`config.mk`:
```
export PLATFORM = sky130hd
export DESIGN_NAME = result_uart_tx
export DESIGN_NICKNAME = d
export VERILOG_FILES = /design/src/rtl/result_uart_tx.sv
export SDC_FILE = /design/constraint.sdc
export NUM_CORES = 1
export LEC_CHECK = 0
export ABC_AREA = 1
export CAP_MARGIN = 20
export CORE_ASPECT_RATIO = 0.9
export CORE_MARGIN = 3
export CORE_UTILIZATION = 50
export DETAILED_ROUTE_END_ITERATION = 12
export PLACE_DENSITY = 0.78
export SYNTH_ARGS = -nofsm -noshare
export SYNTH_HDL_FRONTEND = slang
export SYNTH_SLANG_ARGS = --single-unit
```
`constraint.sdc`:
```
create_clock -name clk -period 5.46 [get_ports clk]
set_input_delay 0.546 -clock clk [delete_from_list [all_inputs] [get_ports clk]]
set_output_delay 0.546 -clock clk [all_outputs]
set_load 0.02 [all_outputs]
```
`src/rtl/result_uart_tx.sv`:
```
// Latches per-pose judgements, keeps a saturating score and sends a 4-byte ASCII report over UART.
// Optional even parity (8E1) is enabled by defining RESULT_UART_PARITY_EN; default is 8N1.
//
// state  | meaning
// IDLE   | line idle, waiting for uart_start, clear_score honoured here
// LOAD   | freeze {letter, tens, ones, LF} into the frame buffer
// START  | start bit of current byte
// DATA   | eight data bits, LSB first
// PARITY | even parity bit (RESULT_UART_PARITY_EN only)
// STOP   | stop bit, then next byte or back to IDLE
module result_uart_tx #(
  parameter int BAUD_DIV    = 1289,
  parameter int PTS_PERFECT = 3,
  parameter int PTS_GOOD    = 1,
  parameter int SCORE_MAX   = 99
) (
  input  logic       clk,
  input  logic       reset,
  input  logic [2:0] result,
  input  logic       uart_start,
  input  logic       clear_score,
  output logic       tx,
  output logic       busy,
  output logic [6:0] score,
  output logic       overrun
);

  localparam int CW = $clog2(BAUD_DIV);
  localparam logic [CW-1:0] BAUD_LAST = CW'(BAUD_DIV - 1);
  localparam logic [CW-1:0] BAUD_PEN  = CW'(BAUD_DIV - 2);
  localparam logic [CW-1:0] BAUD_ONE  = CW'(1);
  localparam logic [7:0]    INC_P     = 8'(PTS_PERFECT);
  localparam logic [7:0]    INC_G     = 8'(PTS_GOOD);
  localparam logic [7:0]    MAX8      = 8'(SCORE_MAX);
  localparam logic [6:0]    MAX7      = 7'(SCORE_MAX);

`ifdef RESULT_UART_PARITY_EN
  typedef enum logic [2:0] {IDLE, LOAD, START, DATA, PARITY, STOP} state_t;
`else
  typedef enum logic [2:0] {IDLE, LOAD, START, DATA, STOP} state_t;
`endif

  state_t        state;
  logic [CW-1:0] baud_cnt;
  logic [2:0]    bit_idx;
  logic [1:0]    byte_idx;
  logic [7:0]    shreg;
  logic [7:0]    letter;
  logic [7:0]    frame [4];
`ifdef RESULT_UART_PARITY_EN
  logic          par_bit;
`endif

  logic [7:0] inc;
  logic [7:0] letter_d;
  logic [7:0] base;
  logic [7:0] sum;
  logic [6:0] next_score;
  logic [6:0] tens;
  logic [6:0] ones;

  always_comb begin
    inc      = 8'd0;
    letter_d = 8'h3F;
    case (result)
      3'b100: begin
        letter_d = 8'h50;
        inc      = INC_P;
      end
      3'b010: begin
        letter_d = 8'h47;
        inc      = INC_G;
      end
      3'b001: begin
        letter_d = 8'h42;
        inc      = 8'd0;
      end
      default: begin
        letter_d = 8'h3F;
        inc      = 8'd0;
      end
    endcase
    // a simultaneous clear zeroes the base before the increment lands
    base       = clear_score ? 8'd0 : {1'b0, score};
    sum        = base + inc;
    next_score = (sum > MAX8) ? MAX7 : sum[6:0];
  end

  // digits come from the already-updated score register during LOAD
  always_comb begin
    tens = score / 7'd10;
    ones = score - tens * 7'd10;
  end

  always_ff @(posedge clk) begin
    if (!reset) begin
      state    <= IDLE;
      baud_cnt <= '0;
      bit_idx  <= '0;
      byte_idx <= '0;
      shreg    <= '0;
      letter   <= '0;
      tx       <= 1'b1;
      busy     <= 1'b0;
      score    <= '0;
      overrun  <= 1'b0;
      for (int i = 0; i < 4; i++) frame[i] <= '0;
`ifdef RESULT_UART_PARITY_EN
      par_bit  <= 1'b0;
`endif
    end else begin
      overrun <= uart_start && busy;
      case (state)
        IDLE: begin
          tx <= 1'b1;
          if (uart_start) begin
            state  <= LOAD;
            busy   <= 1'b1;
            letter <= letter_d;
            score  <= next_score;
          end else if (clear_score) begin
            score <= '0;
          end
        end
        LOAD: begin
          frame[0] <= letter;
          frame[1] <= 8'h30 + {1'b0, tens};
          frame[2] <= 8'h30 + {1'b0, ones};
          frame[3] <= 8'h0A;
          byte_idx <= '0;
          bit_idx  <= '0;
          baud_cnt <= '0;
          tx       <= 1'b0;
          state    <= START;
        end
        START: begin
          if (baud_cnt == BAUD_LAST) begin
            baud_cnt <= '0;
            bit_idx  <= '0;
            tx       <= frame[byte_idx][0];
            shreg    <= {1'b0, frame[byte_idx][7:1]};
`ifdef RESULT_UART_PARITY_EN
            par_bit  <= ^frame[byte_idx];
`endif
            state    <= DATA;
          end else begin
            baud_cnt <= baud_cnt + BAUD_ONE;
          end
        end
        DATA: begin
          if (baud_cnt == BAUD_LAST) begin
            baud_cnt <= '0;
            if (bit_idx == 3'd7) begin
              bit_idx <= '0;
`ifdef RESULT_UART_PARITY_EN
              tx      <= par_bit;
              state   <= PARITY;
`else
              tx      <= 1'b1;
              state   <= STOP;
`endif
            end else begin
              bit_idx <= bit_idx + 3'd1;
              tx      <= shreg[0];
              shreg   <= {1'b0, shreg[7:1]};
            end
          end else begin
            baud_cnt <= baud_cnt + BAUD_ONE;
          end
        end
`ifdef RESULT_UART_PARITY_EN
        PARITY: begin
          if (baud_cnt == BAUD_LAST) begin
            baud_cnt <= '0;
            tx       <= 1'b1;
            state    <= STOP;
          end else begin
            baud_cnt <= baud_cnt + BAUD_ONE;
          end
        end
`endif
        STOP: begin
          // last stop bit: its final cycle is spent in IDLE (tx still high) so a new strobe can land there
          if (byte_idx == 2'd3 && baud_cnt == BAUD_PEN) begin
            baud_cnt <= '0;
            byte_idx <= '0;
            busy     <= 1'b0;
            state    <= IDLE;
          end else if (baud_cnt == BAUD_LAST) begin
            baud_cnt <= '0;
            byte_idx <= byte_idx + 2'd1;
            tx       <= 1'b0;
            state    <= START;
          end else begin
            baud_cnt <= baud_cnt + BAUD_ONE;
          end
        end
        default: begin
          state <= IDLE;
          tx    <= 1'b1;
          busy  <= 1'b0;
        end
      endcase
    end
  end

endmodule

```
==> results of run 1 <==
[cells by family after synthesis]
kind of cell | after synthesis | synth area share, %
simple gates | 217 | 27.3
flops | 62 | 40.6
compound gates | 86 | 14.0
fa+ha+maj | 19 | 7.38
buf+inv | 82 | 8.91
xor+xnor | 7 | 1.74
[stage by stage]
step | area [sq um] | util, % | setup WS [ns] | cells | hold WS [ns]
2_1_floorplan | 3520 | - | 1.73 | 473 | 0.437
3_3_place_gp | 3760 | 56.3 | 1.69 | 571 | 0.452
3_5_place_dp | 3760 | 56.3 | 1.51 | 571 | 0.464
4_1_cts | 3930 | 58.7 | 1.50 | 587 | 0.467
5_1_grt | 3930 | 58.7 | 1.14 | 587 | 0.479
6_report | 3930 | 58.7 | 1.48 | 587 | 0.463
[synthesized netlist by cell type, types with 2 or more instances]
master | instances | area share, %
nor3_1 | 8 | 1.1
buf_2 | 2 | 0.28
edfxtp_1 | 19 | 16
o211ai_1 | 3 | 0.64
a31oi_1 | 3 | 0.53
ha_1 | 16 | 5.7
inv_2 | 6 | 0.64
o211a_1 | 2 | 0.57
fa_1 | 3 | 1.7
dfxtp_1 | 43 | 24
a211oi_1 | 9 | 1.9
nand2_4 | 3 | 0.96
nor2_2 | 3 | 0.53
o21ai_0 | 27 | 3.8
nor2_1 | 57 | 6.1
nand3b_1 | 3 | 0.64
inv_1 | 66 | 7.0
a21oi_1 | 34 | 4.8
xor2_1 | 6 | 1.5
nand3_2 | 3 | 0.85
nand3_1 | 34 | 4.8
nand2_1 | 92 | 9.8
nand2_2 | 6 | 1.1
clkbuf_1 | 6 | 0.64
nand4_1 | 5 | 0.89
[sequential cells by signal, indices dropped and copies added, names as in the netlist, named ones only]
signal	count
state	3
letter	5
bit_idx	3
overrun	1
tx	1
byte_idx	2
busy	1
shreg	7
baud_cnt	11
frame	19
score	7
[final cells by class]
| class | count | area share (%) |
|---|---|---|
| Sequential cell | 62 | 36.4 |
| Tap cell | 90 | 2.87 |
| Clock buffer | 14 | 3.89 |
| Timing Repair Buffer | 17 | 4.27 |
| Multi-Input combinational cell | 329 | 45.3 |
| Clock inverter | 2 | 0.255 |
| Inverter | 73 | 6.98 |
[metal layers]
| layer | vias up | share of wire (%) | wire length, microns |
|---|---|---|---|
| li1 | 1595 | - | - |
| met1 | 1408 | 45 | 3380 |
| met2 | 80 | 48 | 3640 |
| met3 | 17 | 4.3 | 322 |
| met4 | 0 | 2.2 | 165 |
| met5 | - | 0 | 0 |
[power by group]
part           leakage, nW  switching, W  internal [W]
Sequential           0.550     0.0000533      0.000567
Clock               0.0844      0.000165      0.000176
Combinational         1.04      0.000302      0.000130
[worst max-delay path by stage]
stage	to	slack [ns]	cells after the start
floorplan	frame[2][6]	1.73	25
global placement	frame[2][6]	1.69	25
detailed placement	frame[2][6]	1.51	25
CTS	frame[2][6]	1.50	25
global route	frame[2][6]	1.14	25
finish	frame[2][6]	1.48	25
[worst max-delay path, cell delays in order (launching register included)]
cell     delay [ns]
dfxtp_1        0.54
nand2_1        0.12
nand2_1        0.12
inv_2          0.07
nand2_4        0.09
nand2_4        0.08
nand2_1        0.06
nand2_1        0.06
inv_2          0.06
nand2_2        0.06
nand2_2        0.09
inv_1          0.08
ha_1           0.30
nand2_1        0.07
nand3_2        0.09
nand2_1        0.07
ha_1           0.18
ha_1           0.17
inv_1          0.06
fa_1           0.41
ha_1           0.32
xnor2_1        0.23
ha_1           0.20
inv_1          0.04
nand2_1        0.05
a21oi_1        0.06
==> impl.org, run 1 <==
** Run status
- Outcome :: finished clean

** GRT
- In the global route stage, met1 resource usage came out at approximately a quarter.
- The via count of the first global-routing pass is ~3,000.
- The first global-routing pass estimated 13,100 microns of wire.
- Global routing finished with a remaining overflow of 0.
- For met2 alone, demand over resource in global routing was 34.5%.
- Met3 global-route usage :: 5.96%
- Maximum number of pins on one net before global-route repair :: 26
- GRT Total Usage :: 20.2%
- Most Used Layer, Global Route :: met2
- The initial antenna violation count was 0.

** Setup path
- Endpoint of the worst-slack reg-to-reg timing path :: frame[2][6]
- Crit. End Element :: flop
- STA puts the critical path data required time at between 5 and 6 ns.
- Class of the most critical setup path :: reg2reg
- Arrival time reported for the critical path endpoint :: 4.04 ns
- Crit path from :: score[6]
- STA classifies the critical path startpoint as a flop.
- Largest fanout of any net on the critical path :: 8
- The number of cells on the worst reg-to-reg path is 25.
- Setup slack, reg-to-reg :: 1.48 ns
- Launch instance of the worst register-to-register path :: score[6]

** Min path
- The worst hold path terminates at overrun.
- Startpoint of the lowest-slack hold path :: busy
- Along the worst hold path, the cell count comes to 2.
- The worst hold path belongs to the class reg2reg.

** Route
- DRC :: 0
- In the routed layout, each cell is associated on average with a via count of 5.28.
- Detailed-router iteration count before antenna repair :: 5
- The detailed router finished its first iteration with 170 violations.
- Sum of routed wire length over all layers :: 7510 microns
- The routed layout has between 3,000 and 4,000 vias.
- In this run the remaining antenna-violating nets after routing total 0.
- After detailed routing, the average wire length per cell comes to 12.8 microns.

** Timing
- Worst-Margin Slew :: 0.734 ns
- Hold violation total from the final report :: 0
- The max-slew violation count is 0.
- The clock arrives with 0.00595 ns of skew.
- In this run the tightest slew margin relative to its limit is around 51%.
- Summed negative setup slack over all endpoints :: 0 ns
- Setup repair after global routing left no endpoint under its margin.
- In the finished design, the share of the clock period the worst path needs comes to 72.9%.
- The clock period could shrink to 3.98 ns.
- Max frequency :: 251 MHz
- Setup violations remaining at the end of the flow were counted as 0.

** Layout
- Most frequent standard cell in the layout excluding fill and tap cells :: nand2_1
- Number of nets in the final layout :: 518
- From synthesis to final layout, the design area changed by 11.4%.
- The layout has 602 filler cells.
- Share of final-layout standard cells stronger than drive strength 1 :: around 7.2%
- Number of diodes :: 0
- Area used by sequential logic in the layout :: approximately 1400 sq um
- Top library cells by usage in the layout, fill and taps aside :: 92 x nand2_1, 66 x inv_1, 57 x nor2_1, 43 x dfxtp_1
- Area occupied by multi-input gates :: 1780 sq um

** Yosys
- The most used flip-flop cell after synthesis is dfxtp_1.
- Synthesized flop and latch total :: 62
- Count of flip-flops with a built-in enable after synthesis :: 19
- In this run, distinct cell masters in the synthesized netlist total 39.
- The cell count after synthesis came out at 473.
- In the synthesized netlist the async set-or-reset flop fraction comes to 0%.
- The mapped netlist covers 3520 sq um.
- During synthesis, Yosys emitted a total of 0 warnings.
- Synthesized area divided by synthesized cell count :: around 7.5 sq um
- Syn_nets :: 499
- Summing the sequential cell areas from Yosys gives between 40% and 50% of the chip area.

** Die
- The die covers around 8100 sq um.
- Die X :: between 90 and 100 microns
- The initialized floorplan defines 28 standard-cell rows.
- Core outline area :: around 6700 sq um
- Die H :: 85.7 microns
- Initial cell density of the core :: 52.7%
- During I/O placement, the number of pins put on the boundary was 17.

** Placement
- Count of buffers from port buffering :: 16
- The congestion estimate from routability-driven global placement came to 0.864.
- Detailed placement ended at an HPWL of 5660 microns.

** Job
- Max Cap Violations :: 0

** Clocking
- At the later pin of the worst-skew pair, clock insertion delay measures 0.33 ns.
- Number of buffers created by CTS :: 9
- The number of hold buffers added after CTS was 0.
- Number of cells upsized or downsized after cts :: 0
- TritonCTS clock tree :: done
- Setup fix buffers added after clock tree synthesis :: 0
- Count of H-tree levels built during CTS :: 3
- CTS saw a little over 60 sinks.
- Deepest clock path buffer count :: 2
- The cell sitting at the root of the clock tree is a clkbuf_8.
- Clock-pin slew was measured on the worst setup and hold paths at 0.07 ns.

** Power
- Post-layout total power :: 0.00139 W
- In this run the power density over the cells is 355 nW/um^2.
- For this design the static power due to leakage is 1.67 nW.
- Peak supply drop :: between 200 and 250 uV
Power figures use the tool's default switching activity.
==> inputs of run 2 (changes only) <==
==> constraint.sdc (replaced) <==
create_clock -name clk -period 4 [get_ports clk]
set_input_delay 0.4 -clock clk [delete_from_list [all_inputs] [get_ports clk]]
set_output_delay 0.4 -clock clk [all_outputs]
set_load 0.02 [all_outputs]
==> run 2 against run 1 <==
First-iteration DRC count up 4.1%. Routed wire length up 0.51%. Global-route usage up 0.45 points. Worst setup slack worse by 1.2 ns. Power up 50%. Design area up 3.3%. Clock skew up 0.0073 ns. Combinational power up 36%. Critical endpoint unchanged.
==> impl.org, run 2 (synthesis results as in run 1) <==
** Run status
- The run finished with clean final reports.

** Layout
- Utilization after layout :: 60.6%
- Relative to the synthesized area, the layout overhead comes to 15.1%.
- Number of nets in the final layout :: 521
- Post-layout instance count excluding filler cells :: 590
- Share of final-layout standard cells stronger than drive strength 1 :: 9.00%
- Largest register FFs :: 19
- The library cell used most frequently in the layout, excluding fill and tap cells, is nand2_1.
- Biggest regs :: frame: 19 flops, baud_cnt: 11 flops
- Largest Register :: frame
- Number of diodes :: 0
- # fillers :: 580
- Top library cells by usage in the layout, fill and taps aside :: 92 x nand2_1, 66 x inv_1, 57 x nor2_1, 41 x dfxtp_1

** Timing
- Hold violation total from the final report :: 0
- For this run, the top clock speed supported by timing is ~270 MHz.
- Summed over all failing endpoints, the final setup total negative slack is 0 ns.
- The max-slew violation count was 0.
- Share of the clock period used by the worst path after layout :: ~93%
- Total of endpoints with negative setup slack in the final report :: 0
- Measured against its own limit, the worst slew margin works out to 52.4%.
- Layout Skew :: 0.0132 ns
- Setup slack on the critical path of the routed design comes to 0.277 ns.
- Setup repair after global routing left no endpoint under its margin.
- Min Tclk post-route :: 3.72 ns
- Worst-Margin Slew :: 0.713 ns

** Setup path
- Arrival time reported for the critical path endpoint :: 3.80 ns
- At the worst endpoint, the required time is 4.07 ns.
- Largest fanout of any net on the critical path :: 7
- Counting stages on the worst path, the most repeated cell is nand2_1.
- STA classifies the critical path endpoint as a flop.
- Class of the most critical setup path :: reg2reg
- Critical Path Start Type :: flop
- Crit-path slowest cell :: fa_1
- Largest stage delay on the critical path :: 0.44 ns

** Power
- Peak supply drop :: 328 uV
- In this run the power density over the cells is 516 nW/um^2.
- Net switching is between 30% and 40% of the power.
- Sequential cells account for 40.3% of the total power.
- Leakage power :: between 1.5 and 2 nW
- Summed over all nets, the switching power comes to 0.000721 W.
- Of the total power, combinational logic draws 28.1%.
- Fraction of power consumed by the clock network :: approximately a third
- Cell internal power dissipation :: 0.00137 W

** Die
- Die X :: 94.5 microns
- Number of I/O pins :: 17
- Initial cell density of the core :: a little over half
- Core outline area :: 6690 sq um
- The die is ~86 microns tall.
- Placement row count :: 28
- Area of the die :: slightly above 8000 sq um

** Route
- Detail-routed via count per cell :: ~5.4
- DRC :: 0
- Final antenna-violating net count :: 0
- After the first detailed-routing iteration, the DRC count stood at approximately 180.
- The first TritonRoute pass finished after 5 iterations.
- Total via count after detailed routing :: about 3,200
- Sum of routed wire length over all layers :: ~7500 microns
- In the final routed layout, each cell accounts on average for 12.8 microns.

** Placement
- Hpwl dp :: 5560 microns
- Post-Place Cells :: 574
- OpenSTA, run right after detailed placement, puts the worst setup slack at between 0.08 and 0.09 ns.
- During placement, the flow inserted port buffers numbering 16.
- Placer's final routability congestion estimate :: roughly 0.94

** GRT
- GRT Total Usage :: 20.6%
- Global routing used 35.1% of the available met2 tracks.
- In this run the most used layer during global routing was met2.
- Maximum number of pins on one net before global-route repair :: 26
- Global routing finished with a remaining overflow of 0.
- Via count of the first global-routing pass :: 3,059
- Wire length of the first global-routing pass :: 13,200 microns
- Antenna violations before repair :: 0
- Fraction of met1 tracks used by global routing :: 24.2%
- Met3 global-route usage :: under 10%

** Clocking
- Count of H-tree levels built during CTS :: 3
- Number of buffers created by CTS :: 9
- Counting along the longest clock path gives a buffer depth of 2.
- Setup fix buffers added after clock tree synthesis :: 0
- Clock tree synthesis found a total of 62 sinks.
- Clock latency on the worst-skew pair, taken at its later pin, is 0.35 ns.
- Post-CTS Hold Buffers :: 0
- Number of cells upsized or downsized after cts :: 0
- After clock tree synthesis, the clock-pin slew on the worst setup and hold paths is around 0.07 ns.
- TritonCTS built the clock tree.
- The root buffer cell chosen for the clock tree is clkbuf_8.

** Job
- Max Cap Violations :: 0

** Min path
- The path class of the tightest hold or removal check is reg2reg.
==> run 2: per-stage QoR <==
step	cell area [sq um]	hold slack (ns)	total power, W
after floorplan	3520	0.437	0.00129
after CTS	4030	0.467	0.00210
after global routing	4060	0.494	0.00223
after global placement	3790	0.454	0.00143
after detailed placement	3790	0.457	0.00144
final	4060	0.465	0.00209
==> run 2: worst paths after layout <==
path / start / endpoint / slack [ns] / depth (start not counted)
setup reg to reg: score[5] / frame[2][6] / 0.28 / 25
hold reg to reg: shreg[0] / shreg[0] / 0.46 / 2
hold / removal: shreg[0] / shreg[0] / 0.46 / 2
setup / recovery: score[5] / frame[2][6] / 0.28 / 25
==> run 2: layout make-up <==
class	count	area, sq um	area share, %
Clock buffer	14	184	4.53
Clock inverter	2	60.1	1.48
Inverter	73	274	6.76
Multi-Input combinational cell	329	1800	44.4
Sequential cell	62	1440	35.4
Tap cell	90	113	2.78
Timing Repair Buffer	20	190	4.69
==> run 2: critical path, delay by kind of cell, from the launching register on <==
family,cells,cell delay [ns]
compound gates,1,0.05
xor+xnor,1,0.12
fa+ha+maj,6,1.59
buf+inv,5,0.34
flops,1,0.41
simple gates,12,0.94
==> run 2: metal layers <==
| metal | vias to the layer above | routed length [microns] | share of wire (%) |
|---|---|---|---|
| met5 | - | 0 | 0 |
| li1 | 1601 | - | - |
| met4 | 0 | 107 | 1.4 |
| met3 | 10 | 345 | 4.6 |
| met1 | 1460 | 3380 | 45 |
| met2 | 86 | 3710 | 49 |
==> run 2: power groups by stage <==
stage / sequential [W] / combinational (W) / clock (W)
2_1_floorplan: 0.000844 / 0.000442 / 0
3_3_place_gp: 0.000856 / 0.000573 / 0
3_5_place_dp: 0.000858 / 0.000584 / 0
4_1_cts: 0.000845 / 0.000588 / 0.000670
5_1_grt: 0.000856 / 0.000671 / 0.000701
6_report: 0.000843 / 0.000589 / 0.000662
==> inputs of run 3 (changes only) <==
--- a/config.mk
+++ b/config.mk
@@ -11,7 +11,7 @@
 export CORE_MARGIN = 3
 export CORE_UTILIZATION = 50
 export DETAILED_ROUTE_END_ITERATION = 12
-export PLACE_DENSITY = 0.78
+export PLACE_DENSITY = 0.69
 export SYNTH_ARGS = -nofsm -noshare
 export SYNTH_HDL_FRONTEND = slang
 export SYNTH_SLANG_ARGS = --single-unit
==> run 3 against run 2 <==
Worst setup slack got worse by 0.019 ns. Highest routed layer unchanged. Flip-flop and latch count did not move. Sequential power is 0.6% higher.
==> impl.org, run 3 (synthesis results as in run 1) <==
** Setup path
- Largest stage delay on the critical path :: 0.45 ns
- Along the worst path, the maximum fanout reaches 7.
- CP Data Required Time :: 4.06 ns
- Setup slack, reg-to-reg :: about 0.26 ns
- Counting stages on the worst path, the most repeated cell is nand2_1.
- Endpoint of the worst-slack reg-to-reg timing path :: frame[2][6]
- Arrival time reported for the critical path endpoint :: 3.80 ns
- Class of the most critical setup path :: reg2reg
- The worst setup path is launched from a flop.
- The worst setup path is captured at a flop.
- Measured in cells, the most critical reg-to-reg path has a length of 25.
- The startpoint identified for the worst register-to-register timing path is score[4].
- On the critical path, the stage with the largest delay is an instance of fa_1.

** Job
- Across the run, the number of max-cap violations was 0.

** Route
- For this block, the initial DRC count from the detailed router was 110.
- For this run, design rule violations remaining after detail routing come to 0.
- Total via count after detailed routing :: slightly above 3,000
- Sum of routed wire length over all layers :: 7480 microns
- Dividing the detail-routed via count by the number of cells gives 5.21.
- Detailed-router iteration count before antenna repair :: 5
- Final antenna-violating net count :: 0
- Drt wl/cell :: 12.7 microns

** Clocking
- Clock network latency to the later pin of the worst-skew pair :: 0.33 ns
- Number of buffers created by CTS :: 9
- For this design, the sink count on the clock tree is 62.
- Number of cells upsized or downsized after cts :: 0
- TritonCTS clock tree :: done
- For this design, the CTS-stage hold fixing added 0 buffers.
- Post-CTS timing repair inserted 0 buffers for setup.
- CTS built an H-tree with a depth of 3.
- Deepest clock path buffer count :: 2
- The root buffer cell chosen for the clock tree is clkbuf_8.
- Clock-pin transition on the worst setup and hold timing paths :: roughly 0.070 ns

** Layout
- The largest registers in the layout are frame: 19 flops, baud_cnt: 11 flops.
- Summing all multi-input logic gate instances after layout gives 1800 sq um.
- Top library cells by usage in the layout, fill and taps aside :: 92 x nand2_1, 66 x inv_1, 57 x nor2_1, 41 x dfxtp_1
- Most frequent standard cell in the layout excluding fill and tap cells :: nand2_1
- Area used by sequential logic in the layout :: roughly 1400 sq um
- Share of final-layout standard cells stronger than drive strength 1 :: 9.40%
- For this run, the number of standard cells in the final layout without fillers is 590.
- 0 antenna diodes ended up in the layout.
- Ranked by flip-flop count, first place goes to frame.
- Number of nets in the final layout :: around 520
- Compared with the post-synthesis result, the final layout area differs by 14.1%.
- The register with the most flip-flops in the layout has 19 of them.
- # fillers :: 620
- Utilization after layout :: 60.1%

** Timing
- Share of the clock period used by the worst path after layout :: 93.5%
- The final-report hold violation count is 0.
- Static timing analysis puts the maximum clock frequency at 267 MHz.
- Summed negative setup slack over all endpoints :: 0 ns
- The max-slew violation count came to 0.
- Hold is met by 0.470 ns.
- For the final database, setup skew stands at 0.0124 ns.
- In this run the tightest slew margin relative to its limit is roughly half.
- Setup repair after global routing left no endpoint under its margin.
- Worst Setup Slack, final :: 0.259 ns
- Min Tclk post-route :: 3.74 ns
- Worst-Margin Slew :: 0.746 ns
- Total of endpoints with negative setup slack in the final report :: 0

** Min path
- Along the worst hold path, the cell count comes to 2.
- In this run the worst hold path is classified as reg2reg.
- The startpoint identified for the worst hold timing path is shreg[6].
- The path with the worst hold slack has its endpoint at shreg[6].

** GRT
- Maximum number of pins on one net before global-route repair :: 26
- Wire length of the first global-routing pass :: ~13,000 microns
- The initial antenna violation count came to 0.
- The via count of the first global-routing pass was just under 3,000.
- Summed over all layers, the global routing overflow is 0.
- GRT Total Usage :: between 20% and 30%

** Die
- Placement row count :: 28
- Die X :: 94.5 microns
- Die H :: between 80 and 90 microns
- Area of the die :: 8090 sq um
- Initial cell density of the core :: approximately 53%
- Core outline area :: roughly 6700 sq um
- Number of I/O pins :: 17

** Power
- Power spread over the standard cell area amounts to 496 nW/um^2.
- Summed over all cells, the static leakage comes to 1.72 nW.
- Peak supply drop :: 281 uV

** Run status
- The run finished with clean final reports.

** Placement
- Count of buffers from port buffering :: 16
- The congestion estimate from routability-driven global placement came to 0.844.
- OpenSTA, run right after detailed placement, puts the worst setup slack at 0.0590 ns.
- Hpwl dp :: 5740 microns
- Counting tap cells, the placed design contains a total of 574 instances.
## run 3: worst max-delay path: cells and delay by family, from the launching register on
family	cells	cell delay (ns)
XOR/XNOR	1	0.12
buffers and inverters	5	0.41
AND/OR/NAND/NOR	12	0.93
flip-flops	1	0.33
adder cells (fa/ha/maj)	6	1.60
AO/OA/AOI/OAI	1	0.06
## run 3: power by group
part | internal (W) | switching (W) | total [W]
registers | 0.000774 | 0.0000737 | 0.000848
clock network | 0.000325 | 0.000235 | 0.000560
logic | 0.000177 | 0.000409 | 0.000586
total | 0.00128 | 0.000718 | 0.00199
## run 3: per-stage QoR
stage / cell area, sq um / total power (W)
after floorplan: 3520 / 0.00129
after global placement: 3790 / 0.00144
after detailed placement: 3790 / 0.00145
after CTS: 4000 / 0.00201
after global routing: 4020 / 0.00214
final: 4020 / 0.00199
## run 3: worst max path at each step
stage                  start           to  slack [ns]  depth (start not counted)
detailed placement  score[6]  frame[2][6]        0.06                         25
global placement    score[6]  frame[2][6]        0.24                         25
floorplan           score[6]  frame[2][6]        0.27                         25
global route        score[6]  frame[2][6]        0.01                         25
CTS                 score[6]  frame[2][6]        0.03                         25
finish              score[4]  frame[2][6]        0.26                         25
## run 3: area by class of cell
cell class	count	area share, %
Multi-Input combinational cell	329	44.8
Sequential cell	62	35.7
Inverter	73	6.82
Timing Repair Buffer	20	4.73
Clock buffer	11	3.80
Tap cell	90	2.80
Clock inverter	5	1.37
## run 3: layer usage
| metal | GRT usage, % | share of wire, % |
|---|---|---|
| met1 | 26.5 | 46 |
| met2 | 34.0 | 48 |
| met4 | 5.77 | 1.1 |
| met3 | 4.30 | 4.8 |
| met5 | 0 | 0 |
